`src/rtl/clock_set_ctrl.sv`:
```
// clock_set_ctrl -- set-mode controller for a HH:MM:ss.mm time counter.
// Generates the 1/100 s count enable, synchronizes the three buttons,
// and sequences RUN -> SET_HOUR -> SET_MIN -> RUN.
// Optional alarm: define CLOCK_SET_CTRL_ALARM_EN to add the ALARM port,
// the alarm register and the armed flag.
module clock_set_ctrl #(
  parameter int unsigned DIV = 100000
) (
  input  logic        CLK,
  input  logic        RST,
  input  logic        BTN_MODE,
  input  logic        BTN_SET,
  input  logic        BTN_CLR,
  input  logic [31:0] TIME,
  output logic        CE10,
  output logic        SETH,
  output logic        SETM,
  output logic        SCLR,
  output logic [1:0]  MODE
`ifdef CLOCK_SET_CTRL_ALARM_EN
  ,
  output logic        ALARM
`endif
);

  localparam int unsigned CW = (DIV > 1) ? $clog2(DIV) : 1;

  typedef enum logic [1:0] {
    ST_RUN  = 2'b00,
    ST_HOUR = 2'b01,
    ST_MIN  = 2'b10
  } state_t;

  // Button vector order: [0] MODE, [1] SET, [2] CLR
  logic [2:0]    btn_s;
  logic [2:0]    sync1_r;
  logic [2:0]    sync2_r;
  logic [2:0]    prev_r;
  logic          mode_edge_s;
  logic          clr_edge_s;
  logic          consume_s;

  logic [CW-1:0] cnt_r;
  logic          ce_r;

  state_t        state_r;
  state_t        state_next_s;
  logic          sclr_next_s;
  logic          sclr_r;
  logic          seth_r;
  logic          setm_r;

  assign btn_s       = {BTN_CLR, BTN_SET, BTN_MODE};
  assign mode_edge_s = sync2_r[0] & ~prev_r[0];
  assign clr_edge_s  = sync2_r[2] & ~prev_r[2];

`ifdef CLOCK_SET_CTRL_ALARM_EN
  logic          set_edge_s;
  logic          armed_r;
  logic          alarm_r;
  logic [15:0]   alarm_reg_r;

  assign set_edge_s = sync2_r[1] & ~prev_r[1];
  // While the alarm is showing, any button edge only acknowledges it
  assign consume_s  = alarm_r & (mode_edge_s | clr_edge_s | set_edge_s);
  assign ALARM      = alarm_r;
`else
  logic          unused_s;

  assign consume_s = 1'b0;
  assign unused_s  = ^{TIME, prev_r[1]};
`endif

  // Two-flop synchronizers plus one delay stage for rising-edge detection
  always_ff @(posedge CLK) begin
    if (RST) begin
      sync1_r <= 3'b000;
      sync2_r <= 3'b000;
      prev_r  <= 3'b000;
    end else begin
      sync1_r <= btn_s;
      sync2_r <= sync1_r;
      prev_r  <= sync2_r;
    end
  end

  // Free-running 1/100 s prescaler; never stalled by the FSM
  always_ff @(posedge CLK) begin
    if (RST) begin
      cnt_r <= '0;
      ce_r  <= 1'b0;
    end else begin
      ce_r <= (cnt_r == CW'(DIV - 1));
      if (cnt_r == CW'(DIV - 1)) begin
        cnt_r <= '0;
      end else begin
        cnt_r <= cnt_r + CW'(1);
      end
    end
  end

  // Next state and seconds-clear request; MODE edge wins over CLR edge
  always_comb begin
    state_next_s = state_r;
    sclr_next_s  = 1'b0;
    if (consume_s) begin
      state_next_s = state_r;
      sclr_next_s  = 1'b0;
    end else begin
      case (state_r)
        ST_RUN: begin
          if (mode_edge_s) begin
            state_next_s = ST_HOUR;
          end else if (clr_edge_s) begin
            sclr_next_s = 1'b1;
          end else begin
            state_next_s = ST_RUN;
          end
        end
        ST_HOUR: begin
          if (mode_edge_s) begin
            state_next_s = ST_MIN;
          end else begin
            state_next_s = ST_HOUR;
          end
        end
        ST_MIN: begin
          if (mode_edge_s) begin
            state_next_s = ST_RUN;
            sclr_next_s  = 1'b1;
          end else begin
            state_next_s = ST_MIN;
          end
        end
        default: begin
          state_next_s = ST_RUN;
          sclr_next_s  = 1'b0;
        end
      endcase
    end
  end

  // State and registered set/clear outputs; SETH/SETM follow the next state so
  // they drop in the same cycle the set state is left
  always_ff @(posedge CLK) begin
    if (RST) begin
      state_r <= ST_RUN;
      sclr_r  <= 1'b0;
      seth_r  <= 1'b0;
      setm_r  <= 1'b0;
    end else begin
      state_r <= state_next_s;
      sclr_r  <= sclr_next_s;
      seth_r  <= (state_next_s == ST_HOUR) & sync1_r[1];
      setm_r  <= (state_next_s == ST_MIN) & sync1_r[1];
    end
  end

`ifdef CLOCK_SET_CTRL_ALARM_EN
  // Alarm capture in RUN, match on HH:MM at ss.mm == 00.00, clear on any edge
  always_ff @(posedge CLK) begin
    if (RST) begin
      armed_r     <= 1'b0;
      alarm_r     <= 1'b0;
      alarm_reg_r <= 16'h0000;
    end else if (consume_s) begin
      armed_r     <= 1'b0;
      alarm_r     <= 1'b0;
      alarm_reg_r <= alarm_reg_r;
    end else begin
      if (armed_r && (TIME[31:16] == alarm_reg_r) && (TIME[15:0] == 16'h0000)) begin
        alarm_r <= 1'b1;
      end else begin
        alarm_r <= alarm_r;
      end
      if ((state_r == ST_RUN) && set_edge_s) begin
        alarm_reg_r <= TIME[31:16];
        armed_r     <= 1'b1;
      end else begin
        alarm_reg_r <= alarm_reg_r;
        armed_r     <= armed_r;
      end
    end
  end
`endif

  assign CE10 = ce_r;
  assign SETH = seth_r;
  assign SETM = setm_r;
  assign SCLR = sclr_r;
  assign MODE = state_r;

endmodule
```
`config.mk`:
```
export PLATFORM = sky130hd
export DESIGN_NAME = clock_set_ctrl
export DESIGN_NICKNAME = d
export VERILOG_FILES = /design/src/rtl/clock_set_ctrl.sv
export SDC_FILE = /design/constraint.sdc
export NUM_CORES = 1
export LEC_CHECK = 0
export ABC_CLOCK_PERIOD_IN_PS = 2500
export CORE_ASPECT_RATIO = 0.8
export CORE_MARGIN = 1.5
export CORE_UTILIZATION = 42
export DETAILED_ROUTE_END_ITERATION = 8
export HOLD_SLACK_MARGIN = 0.15
export MAX_ROUTING_LAYER = met4
export PLACE_DENSITY = 0.85
export SLEW_MARGIN = 15
export SYNTH_ARGS = -nofsm -noshare
export SYNTH_HDL_FRONTEND = slang
export SYNTH_SLANG_ARGS = --single-unit
```
`constraint.sdc`:
```
create_clock -name CLK -period 2.5 [get_ports CLK]
set_clock_uncertainty 0.15 [all_clocks]
set_input_delay 0.25 -clock CLK [delete_from_list [all_inputs] [get_ports CLK]]
set_output_delay 0.25 -clock CLK [all_outputs]
set_load 0.01 [all_outputs]
```
==> impl_metrics.yaml, run 1 <==
layout:
  postLayoutCellArea_mm2: 0.00137
  drive_above_1_share_pct: 8.76
  nNetsFinal: 174
  diodes: 0
  nFillCells: 223
  area_delta_synth_final_pct: 19.7
sta:
  maxSlewHeadroom_pct: 59.4
  max_freq_mhz: 521
  setup_viol: 0
  drv_slew: 0
  rsz0062_at_grt: "no"
  tightest_slew_ps: 609
  hold_viol: 0
  finalSetupTns_ps: 0
  timing.final.crit_share_pct: 76.7
  finalCriticalPeriod_ps: 1920
clock_network:
  h-tree-depth: 2
  cts.sinks: 30
  cts_buffers: 5
  clockBufferDepth: 2
  ctsRootBufferMaster: "clkbuf_4"
  cts_setup_buffers: 0
  cts_resized: 0
  clk_pin_slew_ps: 90
  cts_tree: "built"
  clk_latency_ps: 320
  cts-hold-fix-buffers: 0
grt:
  grt_pass1_wl_um: 3590
  grtUsageMet1_pct: 20.4
  grt_usage_pct: 16.6
  busiest_layer: "met2"
  gr-total-overflow: 0
  grt_pass1_vias: 845
  globalRouteMet2Util_pct: 24.1
  use_met3_pct: 7.87
  antenna_found_initial: 0
  grt_max_degree: 17
synthesis:
  synth_cell_types: 28
  yosys_most_used_dff: "dfxtp_1"
  yosysSeqAreaShare_pct: 52.5
  synth_edf_count: 0
  yosys_warnings: 0
  ys_seq_elements: 30
  synth_top_area_cell: "dfxtp_1"
  avgSynthCellArea_um2: 9.53
  synth_area_mm2: 0.00114
  ys_top_cells_by_area: "dfxtp_1 (53%), xnor2_1 (10%), nor2_1 (6.9%)"
  synth_commonest_cells: "dfxtp_1 (30), nor2_1 (21), xnor2_1 (13)"
  syn_nets: 158
  yosysTopAreaCellShare_pct: 52.5
  syn_inst: 120
  yosysMostFrequentCell: "dfxtp_1"
  ys_async_sr_fraction_pct: 0
route:
  drc_errors: 0
  dr_total_vias: 876
  initialDrtViolationCount: 35
  routed_wl_um: 2070
  antenna_left: 0
  via_per_inst: 5.06
  wl_per_cell_um: 12.0
  first_pass_iters: 4
placed_design:
  port_buffers: 10
  hpwl_um: 1470
  place_area_mm2: 0.00129
  gp_congestion: 0.865
die:
  ioPinCount: 43
  die_w_um: 61.3
  start_util_pct: 45.3
  die-area_mm2: 0.00305
  die_h_um: 49.7
  coreArea_mm2: 0.00252
  rows: 16
run:
  drv_cap: 0
critical_path:
  cp_max_fo: 16
  start_kind: "flip-flop"
  arrival_ps: 1960
  crit_type: "flip-flop to flip-flop"
  cp.required_ps: 2540
  cp-end-kind: "flip-flop"
hold_path:
  min_path_type: "flip-flop to flip-flop"
power_and_ir_drop:
  leakage_nw: 0.445
  p_per_area_mw_per_mm2: 643
  vdd_ir_drop_max_mv: 0.376
run_status:
  status: "finished clean"
==> metrics by stage <==
| stage | utilization [%] | cells | setup WS (ps) | hold WS, ps | total power, W |
|---|---|---|---|---|---|
| finish | 54.3 | 173 | 582 | 299 | 0.000880 |
| global route | 54.3 | 173 | 388 | 314 | 0.000914 |
| CTS | 54.3 | 173 | 592 | 303 | 0.000885 |
| detailed placement | 51.1 | 165 | 610 | 283 | 0.000545 |
| global placement | 51.1 | 165 | 673 | 269 | 0.000542 |
| floorplan | - | 120 | 721 | 177 | 0.000528 |
==> layout make-up <==
class                   count  area (um^2)  area share (%)
inverters                   2         7.51           0.548
well taps                  36         45.0            3.29
repair buffers             12          115            8.41
multi-input cells          85          522            38.1
flip-flops and latches     30          601            43.9
clock buffers               8         78.8            5.76
==> where the power goes <==
group	internal [W]	total [W]	switching [W]
combinational	0.0000189	0.0000358	0.0000169
clock	0.000192	0.000346	0.000154
sequential	0.000488	0.000498	0.00000974
==> worst max-delay path, cell delays in order (launching register included) <==
cell,delay [ps]
dfxtp_1,440
ha_1,250
nand4_1,130
nand4b_1,230
nand2b_1,480
nor2_1,110
==> layout by cell type, fill, tap and decap left out <==
cell type	instances
buf_4	2
or4_1	1
nand3_2	1
o31ai_1	1
a22oi_1	1
nor3_1	5
nor4_1	5
and2_1	2
dfxtp_1	30
or3_1	1
nand4_1	5
nand4b_1	1
a21oi_1	2
nand3b_1	1
nor4bb_1	2
or3b_2	1
nand2_1	4
nor2b_1	8
clkdlybuf4s50_1	10
clkbuf_4	5
xnor2_1	13
nand3_1	5
inv_1	2
nor4b_1	1
nor2_1	21
ha_1	1
clkbuf_8	3
nand2b_1	1
xor2_1	2
==> routing by layer <==
layer  vias up  part of all wire [%]
met5         -                     0
met4         0                   1.1
met3         4                   6.5
met2        26                    49
met1       406                    43
li1        440                     -
==> final timing paths <==
check        startpoint          to  slack [ps]  cells past startpoint
max            cnt_r[0]    cnt_r[6]         580                      5
max reg2reg    cnt_r[0]    cnt_r[6]         580                      5
min reg2reg  sync1_r[0]  sync2_r[0]         300                      1
min          sync1_r[0]  sync2_r[0]         300                      1
==> kinds of logic after synthesis <==
family	Yosys count	share of synthesized area (%)
adder cells (fa/ha/maj)	1	1.09
AND/OR/NAND/NOR	65	30.9
AO/OA/AOI/OAI	4	2.19
XOR/XNOR	15	11.5
flip-flops	30	52.5
buffers and inverters	5	1.86
==> state kept, by name, indices dropped and copies added (netlist names) <==
register  cells
CE10          1
SETH          1
SCLR          1
sync1_r       3
MODE          2
sync2_r       2
prev_r        2
cnt_r        17
SETM          1
No activity file was read; power rests on OpenSTA's default activity.
==> run 2: changes to the inputs <==
ABC_CLOCK_PERIOD_IN_PS = 1650   (was 2500)
CORE_UTILIZATION = 38   (was 42)
PLACE_DENSITY = 0.81   (was 0.85)
clock period = 1.65 ns   (was 2.5 ns; I/O delays follow)
==> run 2 against run 1 <==
  * Combinational power is 110% higher
  * Total power is 55% higher
  * Cell count is 6.9% higher
  * Hold slack worse by 7.2 ps
  * Maximum frequency is 17% higher
  * Flip-flop and latch count stayed put
  * Clock power is 54% higher
  * Largest power group unchanged
  * Critical path depth stayed put
  * Sequential share of layout area is 3.2 points lower
  * Cell area is 8.2% higher
  * Clock-buffer cell count is 1 lower
==> impl_metrics.yaml, run 2 (synthesized netlist as in run 1, its figures left out) <==
sta:
  finalCriticalPeriod_ps: 1640
  drv_slew: 0
  setup_viol: 0
  hold_viol: 0
  rsz0062_at_grt: "yes"
  maxSlewHeadroom_pct: 74.8
  max_freq_mhz: 609
  timing.final.crit_share_pct: 99.5
  fin_hold_ws_ps: 292
  setup_slack_ps: 7.65
  tightest_slew_ps: 377
layout:
  largest_register: "cnt_r"
  drive_above_1_share_pct: 17.7
  top_regs: "cnt_r (17), sync1_r (3)"
  postLayoutCellArea_mm2: 0.00148
  nNetsFinal: 185
  diodes: 0
  utilization_pct: 52.8
  mostFrequentLayoutCell: "dfxtp_1"
  layout_common_cells: "dfxtp_1 (28), nor2_1 (21), xnor2_1 (13)"
  area_delta_synth_final_pct: 29.5
  largest_reg_flops: 17
power_and_ir_drop:
  p_sw_w: 0.000286
  p_per_area_mw_per_mm2: 918
  vdd_ir_drop_max_mv: 0.313
  comb_power_share_pct: 5.5
  p_int_w: 0.00107
  clkPwrFrac_pct: 39.2
  leakage_nw: 0.499
  finalPower_w: 0.00136
  seqPwrFrac_pct: 55.2
  swShare_pct: 21.0
route:
  first_pass_iters: 4
  antenna_left: 0
  initialDrtViolationCount: 79
  via_per_inst: 5.06
  routed_wl_um: 2180
  drc_errors: 0
  dr_total_vias: 937
  wl_per_cell_um: 11.8
placed_design:
  place_area_mm2: 0.00139
  hpwl_um: 1540
  gp_congestion: 0.921
  pre_cts_slack_ps: 4.59
  port_buffers: 10
clock_network:
  cts_tree: "built"
  clk_pin_slew_ps: 60
  cts_buffers: 5
  clk_latency_ps: 280
  ctsRootBufferMaster: "clkbuf_8"
  h-tree-depth: 2
  cts.sinks: 30
  clockBufferDepth: 2
grt:
  antenna_found_initial: 0
  grt_pass1_vias: 902
  grt_pass1_wl_um: 3870
  grt_usage_pct: 16.4
  gr-total-overflow: 0
  grt_max_degree: 17
critical_path:
  arrival_ps: 1710
  cp-end-kind: "flip-flop"
  ff2ff_setup_slack_ps: 8
  crit_type: "flip-flop to flip-flop"
  r2r-end: "cnt_r[13]"
  r2r_cells: 5
  r2r-start: "cnt_r[0]"
  cp_max_fo: 5
  cp.required_ps: 1720
  start_kind: "flip-flop"
hold_path:
  min_path_type: "input port to flip-flop"
  hold_end: "sync1_r[2]"
  min_from: "BTN_CLR"
  hold_depth: 2
die:
  die_w_um: 64.3
  die-area_mm2: 0.00335
  rows: 17
  coreArea_mm2: 0.00281
  start_util_pct: 40.7
  ioPinCount: 43
  die_h_um: 52.1
run_status:
  status: "finished clean"
run:
  drv_cap: 0
## run 2: cell type report
class,count,area (um^2)
clock buffer,7,76.3
fill,266,1330
sequential,30,603
inverter,2,7.51
multi-input combinational,85,537
timing repair buffer,23,210
tap,38,47.5
## run 2: layer usage
metal,track usage [%],wire [um],part of all wire [%]
met2,26.6,982,45
met1,17.3,962,44
met3,6.49,161,7.4
met4,9.57,68,3.1
met5,-,0,0
## run 2: power groups by stage
stage	clock network, W	logic (W)	registers [W]
finish	0.000533	0.0000753	0.000751
global route	0.000591	0.0000837	0.000753
CTS	0.000556	0.0000756	0.000751
detailed placement	0	0.0000750	0.000767
global placement	0	0.0000729	0.000766
floorplan	0	0.0000352	0.000770
## run 2: how the worst max path moves through the flow
| stage | from | endpoint | slack, ps |
|---|---|---|---|
| final | cnt_r[0] | cnt_r[13] | 8 |
| after global routing | cnt_r[1] | cnt_r[3] | -80 |
| after detailed placement | cnt_r[0] | cnt_r[13] | 5 |
| after floorplan | cnt_r[2] | cnt_r[13] | 10 |
| after global placement | cnt_r[1] | cnt_r[14] | 40 |
| after CTS | cnt_r[0] | cnt_r[13] | 4 |
## run 2: critical path: stages, from the launching register on
cell and delay (ps):
dfxtp_2 320, buf_4 120, nand2_1 70, or3_4 370
or4_4 420, a21oi_2 130
## run 2: stage by stage
step	cells	setup TNS (ps)
CTS	185	0
finish	185	0
global route	185	-1190
detailed placement	177	0
global placement	177	0
floorplan	120	0
## run 2: timing repair
item	in CTS	in global routing
hold buffers	0	0
endpoints found under the hold margin	0	0
pin swaps	0	0
resized for setup	1	2
buffers inserted	1	0
endpoints found under the setup margin	3	17
==> run 3: changes to the inputs <==
CELL_PAD_IN_SITES_DETAIL_PLACEMENT = 2   (was not set)
CELL_PAD_IN_SITES_GLOBAL_PLACEMENT = 2   (was not set)
CORE_UTILIZATION = 22   (was 38)
==> run 3 against run 2 <==
  * Die area up 68%
  * Critical endpoint is now cnt_r[14]
  * Flip-flop and latch count unchanged
  * Clock power grew 16%
  * Largest cell class is now multi-input combinational cells
  * The run now ends with negative setup slack left
==> impl_metrics.yaml, run 3 (synthesized netlist as in run 1, its figures left out) <==
run_status:
  status: "complete, but fails checks"
  violations: "negative setup slack"
layout:
  multi_input_area_um2: 634
  mostFrequentLayoutCell: "dfxtp_1"
  seqCellArea_um2: 619
  utilization_pct: 33.4
  diodes: 0
  largest_register: "cnt_r"
  area_delta_synth_final_pct: 46.3
  top_regs: "cnt_r (17), sync1_r (3)"
  nNetsFinal: 189
  postLayoutCellArea_mm2: 0.00167
  nFillCells: 544
  largest_reg_flops: 17
  layout_common_cells: "dfxtp_1 (19), xnor2_1 (13), buf_4 (13)"
  fin_cells: 214
  drive_above_1_share_pct: 38.2
critical_path:
  r2r_cells: 6
  crit_type: "flip-flop to flip-flop"
  arrival_ps: 1720
  cp-end-kind: "flip-flop"
  critPathSlowestCell: "nor4_1"
  cp_cell_sequence: "ha_4 -> nand4_1 -> buf_6 -> nor4_1 -> xnor2_1 -> nor2_2"
  max_stage_delay_ps: 390
  cp_max_fo: 5
  cp.required_ps: 1690
  start_kind: "flip-flop"
power_and_ir_drop:
  p_sw_w: 0.000341
  vdd_ir_drop_max_mv: 0.476
  clkPwrFrac_pct: 42.1
  p_per_area_mw_per_mm2: 878
  seqPwrFrac_pct: 51.6
  comb_power_share_pct: 6.3
  leakage_nw: 0.532
  p_int_w: 0.00113
  swShare_pct: 23.2
die:
  coreArea_mm2: 0.00501
  ioPinCount: 43
  die-area_mm2: 0.00564
  die_h_um: 67.5
  start_util_pct: 22.8
  die_w_um: 83.6
  rows: 23
clock_network:
  clk_latency_ps: 290
  cts_tree: "built"
  cts.sinks: 30
  ctsRootBufferMaster: "clkbuf_8"
  clk_pin_slew_ps: 60
  cts_buffers: 5
  cts-hold-fix-buffers: 0
  clockBufferDepth: 2
  h-tree-depth: 2
route:
  antenna_left: 0
  drc_errors: 0
  wl_per_cell_um: 17.4
  dr_total_vias: 986
  via_per_inst: 4.61
  initialDrtViolationCount: 24
  first_pass_iters: 2
  routed_wl_um: 3730
sta:
  hold_viol: 0
  tightest_slew_ps: 377
  setup_viol: 3
  rsz0062_at_grt: "yes"
  setup_slack_ps: -33.9
  finalCriticalPeriod_ps: 1680
  max_freq_mhz: 594
  maxSlewHeadroom_pct: 74.6
  timing.final.crit_share_pct: 102
  drv_slew: 0
grt:
  gr-total-overflow: 0
  antenna_found_initial: 0
  grt_usage_pct: 14.9
  grt_pass1_vias: 1131
  grt_pass1_wl_um: 5840
  grt_max_degree: 10
hold_path:
  hold_depth: 2
  min_path_type: "input port to flip-flop"
placed_design:
  place_area_mm2: 0.00141
  hpwl_um: 2180
  pre_cts_slack_ps: -143
  place_inst: 200
  port_buffers: 10
  gp_congestion: 0.826
run:
  drv_cap: 0
run 3: cell count changes in the layout (fill, tap and decap cells not counted), moves of 3 or more:
cell     before  now
dfxtp_1      28   19
nor2_1       21   12
dfxtp_2       2    9
nor2_2        0    5
buf_6         0    4
nor2_4        0    4
nor4_1        5    2
nor4_2        0    3
run 3: path summary, 6_finish.rpt:
check	startpoint	endpoint	slack, ps
setup / recovery	cnt_r[1]	cnt_r[14]	-30
setup reg to reg	cnt_r[1]	cnt_r[14]	-30
hold reg to reg	sync1_r[0]	sync2_r[0]	300
hold / removal	BTN_CLR	sync1_r[2]	280
run 3: metrics by stage:
| step | total power, W | TNS, ps | hold slack (ps) |
|---|---|---|---|
| 6_report | 0.00147 | -60.2 | 285 |
| 5_1_grt | 0.00153 | -1260 | 298 |
| 4_1_cts | 0.00149 | 0 | 279 |
| 3_5_place_dp | 0.000849 | -1390 | 283 |
| 3_3_place_gp | 0.000839 | -37.4 | 267 |
| 2_1_floorplan | 0.000805 | 0 | 91.7 |
run 3: critical path: cells and delay by family, from the launching register on:
| kind | cells | cell delay, ps |
|---|---|---|
| adder cells (fa/ha/maj) | 1 | 140 |
| XOR/XNOR | 1 | 210 |
| AND/OR/NAND/NOR | 3 | 540 |
| flip-flops | 1 | 380 |
| buffers and inverters | 1 | 160 |
run 3: power groups by stage:
stage / clock network (W) / logic, W / registers [W]
after floorplan: 0 / 0.0000352 / 0.000770
after global placement: 0 / 0.0000704 / 0.000769
after global routing: 0.000670 / 0.000101 / 0.000759
final: 0.000619 / 0.0000922 / 0.000758
after CTS: 0.000634 / 0.0000978 / 0.000756
after detailed placement: 0 / 0.0000776 / 0.000771
run 3: what timing repair did:
action                     4_1_cts  5_1_grt
gates resized for setup         10       31
pin swaps                        0       13
setup endpoints to repair       16       19
gates cloned                     1        0
setup buffers                    4        4
run 3: final cells by class:
class,instances,area share (%)
multi-input cells,85,37.9
clock inverters,1,0.299
flip-flops and latches,30,37.0
repair buffers,27,14.5
well taps,62,4.64
clock buffers,7,5.16
inverters,2,0.449
run 3: per-layer routing:
metal  global-route usage (%)  routed length, um  up-vias
li1                         -                  -      469
met1                     14.9               1470      495
met2                     26.1               2050       13
met3                     4.03                 97        9
met4                     10.2                114        0
met5                        -                  0        -
